$ cat config.mk
export PLATFORM = sky130hd
export DESIGN_NAME = mem_stage_unit
export DESIGN_NICKNAME = d
export VERILOG_FILES = /design/src/rtl/mem_stage_pkg.sv /design/src/rtl/mem_lane_align.sv /design/src/rtl/mem_stage_unit.sv
export SDC_FILE = /design/constraint.sdc
export NUM_CORES = 1
export LEC_CHECK = 0
export BUFFER_PORTS_ARGS = -buffer_cell sky130_fd_sc_hd__buf_2
export CAP_MARGIN = 15
export CORE_MARGIN = 4
export CORE_UTILIZATION = 52
export DETAILED_ROUTE_END_ITERATION = 16
export PLACE_DENSITY = 0.86
export SLEW_MARGIN = 20
export SYNTH_ARGS = -nofsm -noshare
export SYNTH_HDL_FRONTEND = slang
export SYNTH_SLANG_ARGS = --single-unit
export TNS_END_PERCENT = 50
$ cat constraint.sdc
create_clock -name Clk -period 8.8 [get_ports Clk]
set_clock_uncertainty 0.05 [all_clocks]
set_input_delay 1.76 -clock Clk [delete_from_list [all_inputs] [get_ports Clk]]
set_output_delay 1.76 -clock Clk [all_outputs]
set_load 0.005 [all_outputs]
$ cat src/rtl/mem_stage_pkg.sv
// Shared definitions for the MEM pipeline stage: access-size encodings,
// memory FSM states and lane-geometry helpers.
package mem_stage_pkg;

    typedef enum logic [1:0] {
        SZ_BYTE = 2'b00,
        SZ_HALF = 2'b01,
        SZ_WORD = 2'b10,
        SZ_FULL = 2'b11
    } memSize_e;

    typedef enum logic {
        ST_IDLE = 1'b0,
        ST_WAIT = 1'b1
    } memState_e;

    function automatic int laneCount(input int dataW);
        return dataW / 8;
    endfunction

    function automatic int offsetBits(input int dataW);
        return $clog2(dataW / 8);
    endfunction

    // Number of bytes touched by an access of the given size encoding.
    function automatic int accessBytes(input logic [1:0] size, input int lanes);
        int n;
        n = lanes;
        case (size)
            SZ_BYTE: n = 1;
            SZ_HALF: n = 2;
            SZ_WORD: n = 4;
            default: n = lanes;
        endcase
        return n;
    endfunction

endpackage

$ cat src/rtl/mem_lane_align.sv
// Byte-lane steering for the data-memory port: byte enables, store-data
// replication and load extraction with zero/sign extension.
module mem_lane_align
    import mem_stage_pkg::*;
#(
    parameter int DATA_W = 32
) (
    input  logic [offsetBits(DATA_W)-1:0] offset,
    input  logic [1:0]                    size,
    input  logic                          loadSigned,
    input  logic [DATA_W-1:0]             storeData,
    input  logic [DATA_W-1:0]             rawLoadData,
    output logic [DATA_W/8-1:0]           byteEnable,
    output logic [DATA_W-1:0]             laneStoreData,
    output logic [DATA_W-1:0]             loadData
);

    localparam int LANES = laneCount(DATA_W);
    localparam int OFF_W = offsetBits(DATA_W);

    logic [OFF_W-1:0]  alignedOff;
    logic [LANES-1:0]  laneMask;
    logic [DATA_W-1:0] shifted;

    // Offset bits below the access size are dropped so every access lands aligned.
    always_comb begin
        alignedOff    = offset & ~OFF_W'(accessBytes(size, LANES) - 1);
        laneMask      = '1;
        laneStoreData = storeData;
        case (memSize_e'(size))
            SZ_BYTE: begin
                laneMask      = LANES'(1);
                laneStoreData = {LANES{storeData[7:0]}};
            end
            SZ_HALF: begin
                laneMask      = LANES'(2'b11);
                laneStoreData = {(LANES/2){storeData[15:0]}};
            end
            SZ_WORD: begin
                laneMask      = LANES'(4'hF);
                laneStoreData = {(LANES/4){storeData[31:0]}};
            end
            SZ_FULL: begin
                laneMask      = '1;
                laneStoreData = storeData;
            end
        endcase
        byteEnable = laneMask << alignedOff;
    end

    always_comb begin
        shifted  = rawLoadData >> {alignedOff, 3'b000};
        loadData = shifted;
        case (memSize_e'(size))
            SZ_BYTE: begin
                if (loadSigned) loadData = DATA_W'($signed(shifted[7:0]));
                else            loadData = DATA_W'(shifted[7:0]);
            end
            SZ_HALF: begin
                if (loadSigned) loadData = DATA_W'($signed(shifted[15:0]));
                else            loadData = DATA_W'(shifted[15:0]);
            end
            SZ_WORD: begin
                if (loadSigned) loadData = DATA_W'($signed(shifted[31:0]));
                else            loadData = DATA_W'(shifted[31:0]);
            end
            SZ_FULL: loadData = shifted;
        endcase
    end

endmodule

$ cat src/rtl/mem_stage_unit.sv
// MIPS MEM stage: branch resolution, variable-latency data-memory handshake
// and the MEM/WB register. Define MEM_MISALIGN_TRAP_EN to trap misaligned accesses.
module mem_stage_unit
    import mem_stage_pkg::*;
#(
    parameter int DATA_W      = 32,
    parameter int ADDR_W      = 32,
    parameter int REG_W       = 5,
    parameter int TIMEOUT_CYC = 255
) (
    input  logic                Clk,
    input  logic                Rst,
    input  logic                ValidIn,
    input  logic                BranchIn,
    input  logic                BranchNeIn,
    input  logic                MemReadIn,
    input  logic                MemWriteIn,
    input  logic                RegWriteIn,
    input  logic                MemToRegIn,
    input  logic [1:0]          MemSizeIn,
    input  logic                MemSignedIn,
    input  logic [ADDR_W-1:0]   BranchTargetAddressIn,
    input  logic [DATA_W-1:0]   ALUIn,
    input  logic                ZeroIn,
    input  logic [DATA_W-1:0]   MemoryWriteDataIn,
    input  logic [REG_W-1:0]    DestinationRegIn,
    output logic                PCSrcOut,
    output logic [ADDR_W-1:0]   BranchTargetAddressOut,
    output logic                StallOut,
    output logic                DmReq,
    output logic                DmWe,
    output logic [ADDR_W-1:0]   DmAddr,
    output logic [DATA_W-1:0]   DmWData,
    output logic [DATA_W/8-1:0] DmBe,
    input  logic [DATA_W-1:0]   DmRData,
    input  logic                DmAck,
    output logic                ValidOut,
    output logic                RegWriteOut,
    output logic                MemToRegOut,
    output logic [DATA_W-1:0]   ALUOut,
    output logic [DATA_W-1:0]   DataMemOut,
    output logic [REG_W-1:0]    DestinationRegOut,
    output logic                BusErrOut,
    output logic                MisalignOut
);

    localparam int LANES = laneCount(DATA_W);
    localparam int OFF_W = offsetBits(DATA_W);
    localparam int CNT_W = $clog2(TIMEOUT_CYC + 1);

    memState_e         state, stateNext;
    logic [CNT_W-1:0]  waitCnt, waitCntNext;
    logic [ADDR_W-1:0] heldAddr;
    logic [DATA_W-1:0] heldWData;
    logic [LANES-1:0]  heldBe;
    logic              heldWe;

    logic              memOp, misaligned, reqOp;
    logic              latchReq, complete, abort, stall;
    logic [OFF_W-1:0]  offset;
    logic [ADDR_W-1:0] alignedAddr;
    logic [LANES-1:0]  laneBe;
    logic [DATA_W-1:0] laneWData, loadData;

    assign PCSrcOut               = ValidIn & BranchIn & (ZeroIn ^ BranchNeIn);
    assign BranchTargetAddressOut = BranchTargetAddressIn;
    assign memOp                  = ValidIn & (MemReadIn | MemWriteIn);
    assign offset                 = ALUIn[OFF_W-1:0];
    assign alignedAddr            = {ALUIn[ADDR_W-1:OFF_W], OFF_W'(0)};

`ifdef MEM_MISALIGN_TRAP_EN
    assign misaligned = memOp && ((int'(offset) & (accessBytes(MemSizeIn, LANES) - 1)) != 0);
`else
    assign misaligned = 1'b0;
`endif
    assign reqOp = memOp & ~misaligned;

    mem_lane_align #(
        .DATA_W (DATA_W)
    ) laneAlign (
        .offset        (offset),
        .size          (MemSizeIn),
        .loadSigned    (MemSignedIn),
        .storeData     (MemoryWriteDataIn),
        .rawLoadData   (DmRData),
        .byteEnable    (laneBe),
        .laneStoreData (laneWData),
        .loadData      (loadData)
    );

    // IDLE drives the port straight from the inputs so zero-wait memory never
    // stalls; WAIT replays the latched request until ack or timeout.
    always_comb begin
        stateNext   = state;
        waitCntNext = waitCnt;
        DmReq       = 1'b0;
        DmWe        = 1'b0;
        DmAddr      = alignedAddr;
        DmWData     = laneWData;
        DmBe        = laneBe;
        stall       = 1'b0;
        complete    = 1'b0;
        abort       = 1'b0;
        latchReq    = 1'b0;
        case (state)
            ST_IDLE: begin
                if (reqOp) begin
                    DmReq = 1'b1;
                    DmWe  = MemWriteIn;
                    if (DmAck) begin
                        complete = 1'b1;
                    end else begin
                        stall       = 1'b1;
                        latchReq    = 1'b1;
                        waitCntNext = '0;
                        stateNext   = ST_WAIT;
                    end
                end
            end
            ST_WAIT: begin
                DmReq   = 1'b1;
                DmWe    = heldWe;
                DmAddr  = heldAddr;
                DmWData = heldWData;
                DmBe    = heldBe;
                if (DmAck) begin
                    complete  = 1'b1;
                    stateNext = ST_IDLE;
                end else if (waitCnt == CNT_W'(TIMEOUT_CYC)) begin
                    DmReq     = 1'b0;
                    DmWe      = 1'b0;
                    abort     = 1'b1;
                    stateNext = ST_IDLE;
                end else begin
                    stall       = 1'b1;
                    waitCntNext = waitCnt + CNT_W'(1);
                end
            end
            default: stateNext = ST_IDLE;
        endcase
        if (Rst) begin
            DmReq = 1'b0;
            DmWe  = 1'b0;
        end
    end

    assign StallOut = stall;

    always_ff @(posedge Clk or posedge Rst) begin
        if (Rst) begin
            state     <= ST_IDLE;
            waitCnt   <= '0;
            heldAddr  <= '0;
            heldWData <= '0;
            heldBe    <= '0;
            heldWe    <= 1'b0;
        end else begin
            state   <= stateNext;
            waitCnt <= waitCntNext;
            if (latchReq) begin
                heldAddr  <= alignedAddr;
                heldWData <= laneWData;
                heldBe    <= laneBe;
                heldWe    <= MemWriteIn;
            end
        end
    end

    // Stalled and aborted cycles push a bubble into write-back but keep the payload.
    always_ff @(posedge Clk or posedge Rst) begin
        if (Rst) begin
            ValidOut          <= 1'b0;
            RegWriteOut       <= 1'b0;
            MemToRegOut       <= 1'b0;
            ALUOut            <= '0;
            DataMemOut        <= '0;
            DestinationRegOut <= '0;
            BusErrOut         <= 1'b0;
            MisalignOut       <= 1'b0;
        end else begin
            BusErrOut <= abort;
            if (stall || abort) begin
                ValidOut    <= 1'b0;
                RegWriteOut <= 1'b0;
                MisalignOut <= 1'b0;
            end else begin
                ValidOut          <= ValidIn;
                RegWriteOut       <= RegWriteIn & ~misaligned;
                MemToRegOut       <= MemToRegIn;
                ALUOut            <= ALUIn;
                DestinationRegOut <= DestinationRegIn;
                MisalignOut       <= misaligned;
                if (complete && MemReadIn) begin
                    DataMemOut <= loadData;
                end
            end
        end
    end

endmodule
==> summary.md, run 1 <==
| Metric | Value |
|---|---|
| Status | `complete, no violations` |
| Crit path buffers/inverters | `2` |
| Pleak | `4.536 nW` |
| Final Hold Viols | `0` |
| Yosys reg bits | `about 150` |
| Cts repair resizes | `0` |
| Antenna-violating nets left | `0` |
| Die W | `128.6 µm` |
| Worst-Margin Slew | `roughly 1000 ps` |
| Worst skew pair latency | `between 400 and 500 ps` |
| Hold_buf cts | `0` |
| Ys Warns | `0` |
| Root Buffer Master | `clkbuf_16` |
| RR Endpoint | `DataMemOut[17]` |
| Min cycle time layout | `5710 ps` |
| Syn Area/Cell | `~10 µm²` |
| Setup Buffers After CTS | `0` |
| Largest net degree at the start of global routing | `86` |
| Die area | `0.01653 mm²` |
| Register-to-Register Path Depth | `5` |
| CP endpoint kind | `output pin` |
| Total congestion overflow | `0` |
| Worst r2r src | `state` |
| Tcrit/Tclk final | `about 65%` |
| Startpoint types | `primary input` |
| Hold Path Class | `reg -> reg` |
| Starting Density | `53.84%` |
| Vias in the first global route | `between 6,000 and 7,000` |
| Count leader, synth | `nand2_1` |
| Final-stage net count | `1,073` |
| IO buf count | `around 260` |
| CP cell instances | `buf_2 > nor2_2 > mux2_2 > mux2_2 > buf_2` |
| Final TNS setup | `0 ps` |
| Total track usage | `24.07%` |
| TritonRoute pass-1 iters | `6` |
| Post-synthesis cell count | `720` |
| # rows | `43` |
| Clock net sink count | `149` |
| Number of library cell types mapped by synthesis | `48` |
| Residual DRC | `0` |
| Crit path arrival time | `3900 ps` |
| Critical Path Max Stage Delay | `910 ps` |
| Iter 0 DRT Violations | `416` |
| Seq/Total Area, Yosys | `49.32%` |
| Area leader, netlist | `dfrtp_1` |
| Routed WL | `19,960 µm` |
| Via-per-instance ratio | `5.509` |
| Inserted Clock Buffers | `17` |
| Routability cong. | `0.9031` |
| Initial antenna violation count | `1` |
| Final worst slack | `just over 3000 ps` |
| H-tree depth | `4` |
| Max-Cap Viols | `0` |
| Ys async rst share | `100.0%` |
| Top FF cell, synth | `dfrtp_1` |
| Ranking of synthesized cells by area | `dfrtp_1, mux2_2, nand2_1, buf_4, mux4_2` |
| Vias | `6,165` |
| Min-Delay Endpoint | `ALUOut[2]` |
| DP Worst Slack | `3127 ps` |
| Maximum vdd drop | `0.0001470 V` |
| Die Span Y | `between 100 and 150 µm` |
| Pins Over Slew Limit | `0` |
| R2r setup slk | `6130 ps` |
| Max FO, Critical Path | `50` |
| Unrepaired setup endpoints after global routing | `false` |
| Netlist area before placement | `0.007560 mm²` |
| Post-synth top area share | `49.32%` |
| PD cells | `~210 mW/mm²` |
| Delay-heaviest family, CP | `simple AND/OR/NAND/NOR gates` |
| Setup CP Type | `in -> out` |
| Max clock buf depth | `2` |
| Layout cells sized above 1 | `47.65%` |
| Max Freq | `175.1 MHz` |
| Number of synthesized flops with an enable pin | `0` |
| First-pass GRT wire length | `about 31,000 µm` |
| Worst-path cell with the longest stage delay | `nor2_2` |
| Final setup fails | `0` |
| Worst EP required | `6990 ps` |
| Clock slew at reported path FFs | `50 ps` |
| Post-synth top cells | `nand2_1, dfrtp_1, mux2_2` |
| DP HPWL | `14,130 µm` |
| CTS tree | `yes` |
| Slew HR | `33.18%` |
| Start point of the worst hold path | `ALUOut[2]` |
| IO Pins | `325` |
| Total core area | `between 0.01 and 0.015 mm²` |
| Area delta synth->final | `23.07%` |
| Post-DR wirelength/cell | `~18 µm` |
| WHS Path Cells | `2` |
-- routing by layer --
metal / global-route usage (%) / part of all wire, %
met5: 0 / 0
met4: 9.944 / 2.7
met3: 6.766 / 8.5
met2: 40.30 / 50
met1: 29.46 / 38
-- power breakdown --
part           leakage [nW]  switching (mW)  total (mW)  internal, mW
Combinational          2.48           0.197       0.415         0.217
Clock                 0.274           0.283       0.702         0.419
Sequential             1.78          0.0656       0.873         0.808
Total                  4.54           0.546        1.99          1.44
-- worst reg2reg max path, stage by stage (launching register included) --
cell	delay, ps
dfrtp_2	350
buf_4	610
o211a_1	280
buf_4	370
o31a_1	650
a31oi_1	190
-- cells by family after synthesis --
family	after synthesis	share of synthesized area (%)
AND/OR/NAND/NOR	239	13.17
flip-flops	149	49.32
multiplexers	148	22.96
AO/OA/AOI/OAI	95	7.912
buffers and inverters	86	6.306
adder cells (fa/ha/maj)	1	0.1655
other	1	0.04960
XOR/XNOR	1	0.1159
-- state kept, by name, summed over array words and instances, names as in the netlist --
register,cells
ALUOut,32
BusErrOut,1
DataMemOut,32
DestinationRegOut,5
MemToRegOut,1
RegWriteOut,1
ValidOut,1
heldAddr,30
heldBe,4
heldWData,32
heldWe,1
state,1
waitCnt,8
-- worst max path at each step --
| stage | from | end | cells past startpoint |
|---|---|---|---|
| floorplan | Rst | ALUOut[0] | 1 |
| global placement | MemSizeIn[1] | DmWData[14] | 5 |
| detailed placement | MemSizeIn[1] | DmWData[14] | 5 |
| CTS | MemSizeIn[1] | DmWData[14] | 5 |
| global route | MemSizeIn[1] | DmWData[14] | 5 |
| finish | MemSizeIn[1] | DmWData[14] | 5 |
-- per-stage QoR --
stage | cell area, µm² | power (mW) | hold WS [ps] | cells | utilization (%)
after global placement | 8692 | 1.279 | 393.0 | 1085 | 61.90
after CTS | 9273 | 2.006 | 413.7 | 1117 | 66.03
after detailed placement | 8692 | 1.300 | 401.0 | 1085 | 61.90
after floorplan | 7567 | 1.122 | 396.0 | 722 | -
after global routing | 9304 | 2.096 | 433.8 | 1119 | 66.26
final | 9304 | 1.990 | 411.3 | 1119 | 66.26
-- layout by cell type, fill, tap and decap left out, types with 3 or more instances in the layout --
| cell | count |
|---|---|
| nor2_1 | 34 |
| inv_1 | 5 |
| clkinv_2 | 3 |
| clkinvlp_4 | 5 |
| o21ai_0 | 30 |
| nand2_1 | 175 |
| o22a_1 | 8 |
| buf_2 | 257 |
| a31oi_1 | 16 |
| mux2i_1 | 8 |
| and3_1 | 4 |
| clkbuf_8 | 4 |
| conb_1 | 3 |
| mux4_2 | 7 |
| o31ai_1 | 5 |
| a21oi_1 | 23 |
| nor2b_1 | 3 |
| or4_1 | 4 |
| clkbuf_16 | 17 |
| dfrtp_1 | 148 |
| buf_4 | 6 |
| mux2_2 | 133 |
-- area by class of cell --
type	instances	area, µm²
tap	180	225.2
timing repair buffer	264	1359
multi-input combinational	487	3379
clock buffer	21	480.5
inverter	6	27.53
fill	1131	4738
antenna	1	2.502
sequential	149	3730
clock inverter	11	100.1
Power figures use the tool's default switching activity.
==> inputs of run 2 (changes only) <==
CORE_UTILIZATION = 48   (was 52)
PLACE_DENSITY = 0.81   (was 0.86)
clock period = 6 ns   (was 8.8 ns; I/O delays follow)
==> summary.md, run 2 (synthesized netlist as in run 1, its figures left out) <==
| Metric | Value |
|---|---|
| Max-Cap Viols | `0` |
| CP cell instances | `buf_2 > nor2_2 > mux2_2 > mux2_2 > buf_2` |
| Tcrit/Tclk final | `between 70 and 80%` |
| Crit path arrival time | `3130 ps` |
| Vias | `6,138` |
| Final TNS setup | `0 ps` |
| Residual DRC | `0` |
| Final-stage net count | `1,074` |
| Cts repair resizes | `0` |
| Commonest non-fill, non-tap cell in the layout | `buf_2` |
| Max Freq | `228.5 MHz` |
| Setup Buffers After CTS | `0` |
| Total congestion overflow | `0` |
| Final setup fails | `0` |
| Inserted Diodes | `0` |
| Routability cong. | `0.8480` |
| PD cells | `318.2 mW/mm²` |
| Die Span Y | `133.5 µm` |
| Worst EP required | `4750 ps` |
| Final design instance area without fill | `approximately 0.0094 mm²` |
| Min cycle time layout | `4377 ps` |
| Final Util | `61.17%` |
| Design Power | `2.980 mW` |
| Area of placed instances | `0.008747 mm²` |
| Hold Path Class | `reg -> reg` |
| Unrepaired setup endpoints after global routing | `false` |
| Die area | `0.01782 mm²` |
| Final worst slack | `1623 ps` |
| H-tree depth | `4` |
| DP Worst Slack | `1656 ps` |
| # rows | `45` |
| IO buf count | `257` |
| CTS tree | `yes` |
| Total track usage | `22.13%` |
| First-pass GRT wire length | `31,420 µm` |
| Startpoint types | `primary input` |
| Slew HR | `27.00%` |
| CP endpoint kind | `output pin` |
| Routed WL | `20,030 µm` |
| Clock slew at reported path FFs | `roughly 60 ps` |
| Starting Density | `49.36%` |
| DP HPWL | `14,580 µm` |
| Setup CP Type | `in -> out` |
| Vias in the first global route | `6,028` |
| Status | `complete, no violations` |
| Area delta synth->final | `23.92%` |
| Maximum vdd drop | `around 0.00018 V` |
| Initial antenna violation count | `0` |
| Pins Over Slew Limit | `0` |
| Post-DR wirelength/cell | `17.42 µm` |
| Via-per-instance ratio | `5.337` |
| Crit path buffers/inverters | `2` |
| Final Hold Viols | `0` |
| Pleak | `roughly 4.6 nW` |
| IO Pins | `325` |
| Antenna-violating nets left | `0` |
| Worst-Margin Slew | `1089 ps` |
| Die W | `133.5 µm` |
| Iter 0 DRT Violations | `389` |
| Largest net degree at the start of global routing | `92` |
| Max clock buf depth | `2` |
| Commonest non-fill, non-tap cells in the layout | `buf_2, nand2_1, dfrtp_1` |
| Worst-path cell with the longest stage delay | `nor2_2` |
| Inserted Clock Buffers | `17` |
| Critical Path Max Stage Delay | `860 ps` |
| Layout cells sized above 1 | `47.82%` |
| Max FO, Critical Path | `18` |
| Delay-heaviest family, CP | `simple AND/OR/NAND/NOR gates` |
| Hold_buf cts | `0` |
| Worst skew pair latency | `410 ps` |
| Clock net sink count | `149` |
| TritonRoute pass-1 iters | `5` |
| Largest regs | `ALUOut: 32 flops, DataMemOut: 32 flops, heldWData: 32 flops` |
| Root Buffer Master | `clkbuf_16` |
| Total core area | `0.01531 mm²` |
[run 2: cell types whose count changed in the layout (fill, tap and decap cells not counted), sizes merged]
cell | previous run | this run
clkinvlp | 5 | 2
bufinv | 1 | 2
inv | 7 | 10
buf | 264 | 265
diode | 1 | 0
clkinv | 4 | 3
[run 2: report_power, final]
| group | switching, mW | total, mW | internal (mW) |
|---|---|---|---|
| combinational | 0.290 | 0.608 | 0.317 |
| clock | 0.430 | 1.10 | 0.666 |
| sequential | 0.0925 | 1.28 | 1.18 |
[run 2: final timing paths]
path	start	cells after the start	slack, ps	to
min reg2reg	ALUOut[5]	2	420	ALUOut[5]
min in group asynchronous	Rst	2	910	ALUOut[13]
max in group asynchronous	Rst	3	3740	DataMemOut[26]
max	MemSizeIn[0]	5	1620	DmWData[12]
min	ALUOut[5]	2	420	ALUOut[5]
max reg2reg	state	4	3240	heldAddr[4]
[run 2: metal layers]
metal  up-vias  wire [µm]  GRT usage [%]
li1       2863          -              -
met4         0        671          10.23
met1      2994       8175          28.30
met2       229       9746          35.36
met5         -          0              0
met3        52       1435          5.853
[run 2: stage by stage]
| step | hold WS, ps | cells |
|---|---|---|
| global route | 437.4 | 1150 |
| CTS | 418.3 | 1150 |
| detailed placement | 403.0 | 1118 |
| finish | 415.3 | 1150 |
| global placement | 393.5 | 1118 |
| floorplan | 396.0 | 722 |
[run 2: worst reg2reg max path: cells and delay by family, from the launching register on]
| kind | cells | cell delay, ps |
|---|---|---|
| flops | 1 | 400 |
| buf+inv | 2 | 790 |
| simple gates | 1 | 1000 |
| mux | 1 | 400 |
[run 2: layout make-up]
class / instances / area [µm²]
fillers: 1279 / 5947
flip-flops and latches: 149 / 3730
multi-input cells: 487 / 3381
repair buffers: 265 / 1346
clock buffers: 21 / 480.5
well taps: 211 / 264.0
clock inverters: 11 / 138.9
inverters: 6 / 27.53
==> inputs of run 3 (changes only) <==
clock period = 4.4 ns   (was 6 ns; I/O delays follow)
==> summary.md, run 3 (synthesized netlist as in run 1, its figures left out) <==
| Metric | Value |
|---|---|
| Status | `complete, no violations` |
| Tcrit/Tclk final | `76.28%` |
| Starting Density | `49.36%` |
| Final-stage net count | `1,081` |
| Area delta synth->final | `24.66%` |
| Unrepaired setup endpoints after global routing | `false` |
| Min cycle time layout | `approximately 3400 ps` |
| Delay-heaviest family, CP | `multiplexers` |
| Worst r2r src | `state` |
| Routed WL | `19,920 µm` |
| Slew HR | `35.55%` |
| Iter 0 DRT Violations | `373` |
| WHS | `391.4 ps` |
| First-pass GRT wire length | `about 31,000 µm` |
| Internal power | `2.968 mW` |
| Routability cong. | `0.8260` |
| Pleak | `4.575 nW` |
| Setup CP Type | `in -> out` |
| Startpoint types | `primary input` |
| R2r setup slk | `2060 ps` |
| CP endpoint kind | `output pin` |
| Root Buffer Master | `clkbuf_16` |
| IO Pins | `325` |
| Worst-path cell with the longest stage delay | `nor2_2` |
| CTS tree | `yes` |
| Worst EP required | `3470 ps` |
| Worst skew pair latency | `roughly 410 ps` |
| Vias | `6,059` |
| Max FO, Critical Path | `15` |
| Via-per-instance ratio | `5.237` |
| Inserted Clock Buffers | `17` |
| Final TNS setup | `0 ps` |
| TritonRoute pass-1 iters | `5` |
| Residual DRC | `0` |
| Pins Over Slew Limit | `0` |
| Largest regs | `ALUOut: 32 flops, DataMemOut: 32 flops, heldWData: 32 flops` |
| CP cell instances | `buf_2 > nor2_2 > mux2_2 > mux2_2 > buf_2` |
| Total track usage | `between 20% and 30%` |
| DP HPWL | `around 15,000 µm` |
| Critical Path Max Stage Delay | `500 ps` |
| # rows | `45` |
| Crit path arrival time | `approximately 2400 ps` |
| Clock share of power | `36.6%` |
| Clock slew at reported path FFs | `60 ps` |
| Largest net degree at the start of global routing | `67` |
| RR Endpoint | `heldBe[0]` |
| Max-Cap Viols | `0` |
| H-tree depth | `4` |
| Post-DR wirelength/cell | `17.21 µm` |
| IO buf count | `257` |
| Hold_buf cts | `0` |
| PD cells | `431.3 mW/mm²` |
| Layout cells sized above 1 | `47.67%` |
| Die W | `133.5 µm` |
| Inserted Diodes | `0` |
| Comb pwr share | `around 21%` |
| Clock net sink count | `roughly 150` |
| Sw power | `approximately 1.1 mW` |
| Crit path buffers/inverters | `2` |
| Hold Path Class | `in -> async` |
| Switching share of power | `between 20% and 30%` |
| Max Freq | `297.9 MHz` |
| Cts repair resizes | `0` |
| Final Hold Viols | `0` |
| Max clock buf depth | `2` |
| Vias in the first global route | `6,148` |
| Commonest non-fill, non-tap cells in the layout | `buf_2, nand2_1, dfrtp_1` |
| Register-to-Register Path Depth | `4` |
| Final setup fails | `0` |
| Die area | `0.01782 mm²` |
| Worst-Margin Slew | `965.7 ps` |
| Die Span Y | `133.5 µm` |
| Maximum vdd drop | `0.0002334 V` |
| Commonest non-fill, non-tap cell in the layout | `buf_2` |
| Antenna-violating nets left | `0` |
| Sequential share of power | `42.9%` |
| Total congestion overflow | `0` |
| Total core area | `0.01531 mm²` |
| Initial antenna violation count | `0` |
| Setup Buffers After CTS | `0` |
-- run 3: changes by cell type in the layout (fill, tap and decap cells not counted), moves of 2 or more --
cell	before	now
buf_4	8	13
clkbuf_1	0	4
clkbuf_8	4	1
clkinv_4	3	0
clkinvlp_4	2	5
buf_12	0	2
-- run 3: worst max path at each step --
| stage | from | to | slack [ps] | depth (start not counted) |
|---|---|---|---|---|
| 2_1_floorplan | MemSizeIn[0] | DmWData[14] | 1190 | 5 |
| 3_3_place_gp | MemSizeIn[0] | DmWData[9] | 1070 | 5 |
| 3_5_place_dp | MemSizeIn[0] | DmWData[15] | 1060 | 5 |
| 4_1_cts | MemSizeIn[0] | DmWData[15] | 1060 | 5 |
| 5_1_grt | MemSizeIn[0] | DmBe[2] | 950 | 7 |
| 6_report | MemSizeIn[0] | DmWData[15] | 1040 | 5 |
-- run 3: metrics by stage --
step                      std cells  instance area [µm²]  util [%]  setup WS, ps  power, mW
after floorplan                 722                 7571         -          1185      2.245
after global placement         1124                 8803     57.48          1075      2.572
after detailed placement       1124                 8803     57.48          1055      2.608
after CTS                      1156                 9404     61.41          1057      4.100
after global routing           1157                 9424     61.54         946.1      4.277
final                          1157                 9424     61.54          1044      4.064
-- run 3: worst register-to-register path: cells and delay by family, from the launching register on --
kind	cells	cell delay, ps
buf+inv	2	930
compound gates	1	110
simple gates	1	770
flops	1	350
-- run 3: cell type report --
type	instances	area (µm²)
Tap cell	211	264.0
Fill cell	1305	5891
Clock buffer	22	454.2
Multi-Input combinational cell	487	3379
Sequential cell	149	3730
Timing Repair Buffer	272	1424
Inverter	6	26.28
Clock inverter	10	146.4
-- run 3: power groups by stage --
stage	Combinational, mW	Clock, mW	Sequential [mW]
2_1_floorplan	0.499	0	1.75
3_3_place_gp	0.821	0	1.75
3_5_place_dp	0.842	0	1.77
4_1_cts	0.845	1.51	1.74
5_1_grt	0.925	1.58	1.77
6_report	0.834	1.49	1.74
-- run 3: layer usage --
layer	vias to the layer above	routed length (µm)	GRT usage [%]	share of wire, %
met3	34	1414	6.080	7.1
li1	2876	-	-	-
met1	2906	8036	26.85	40
met2	243	10080	37.61	51
met5	-	0	0	0
met4	0	388	8.171	1.9
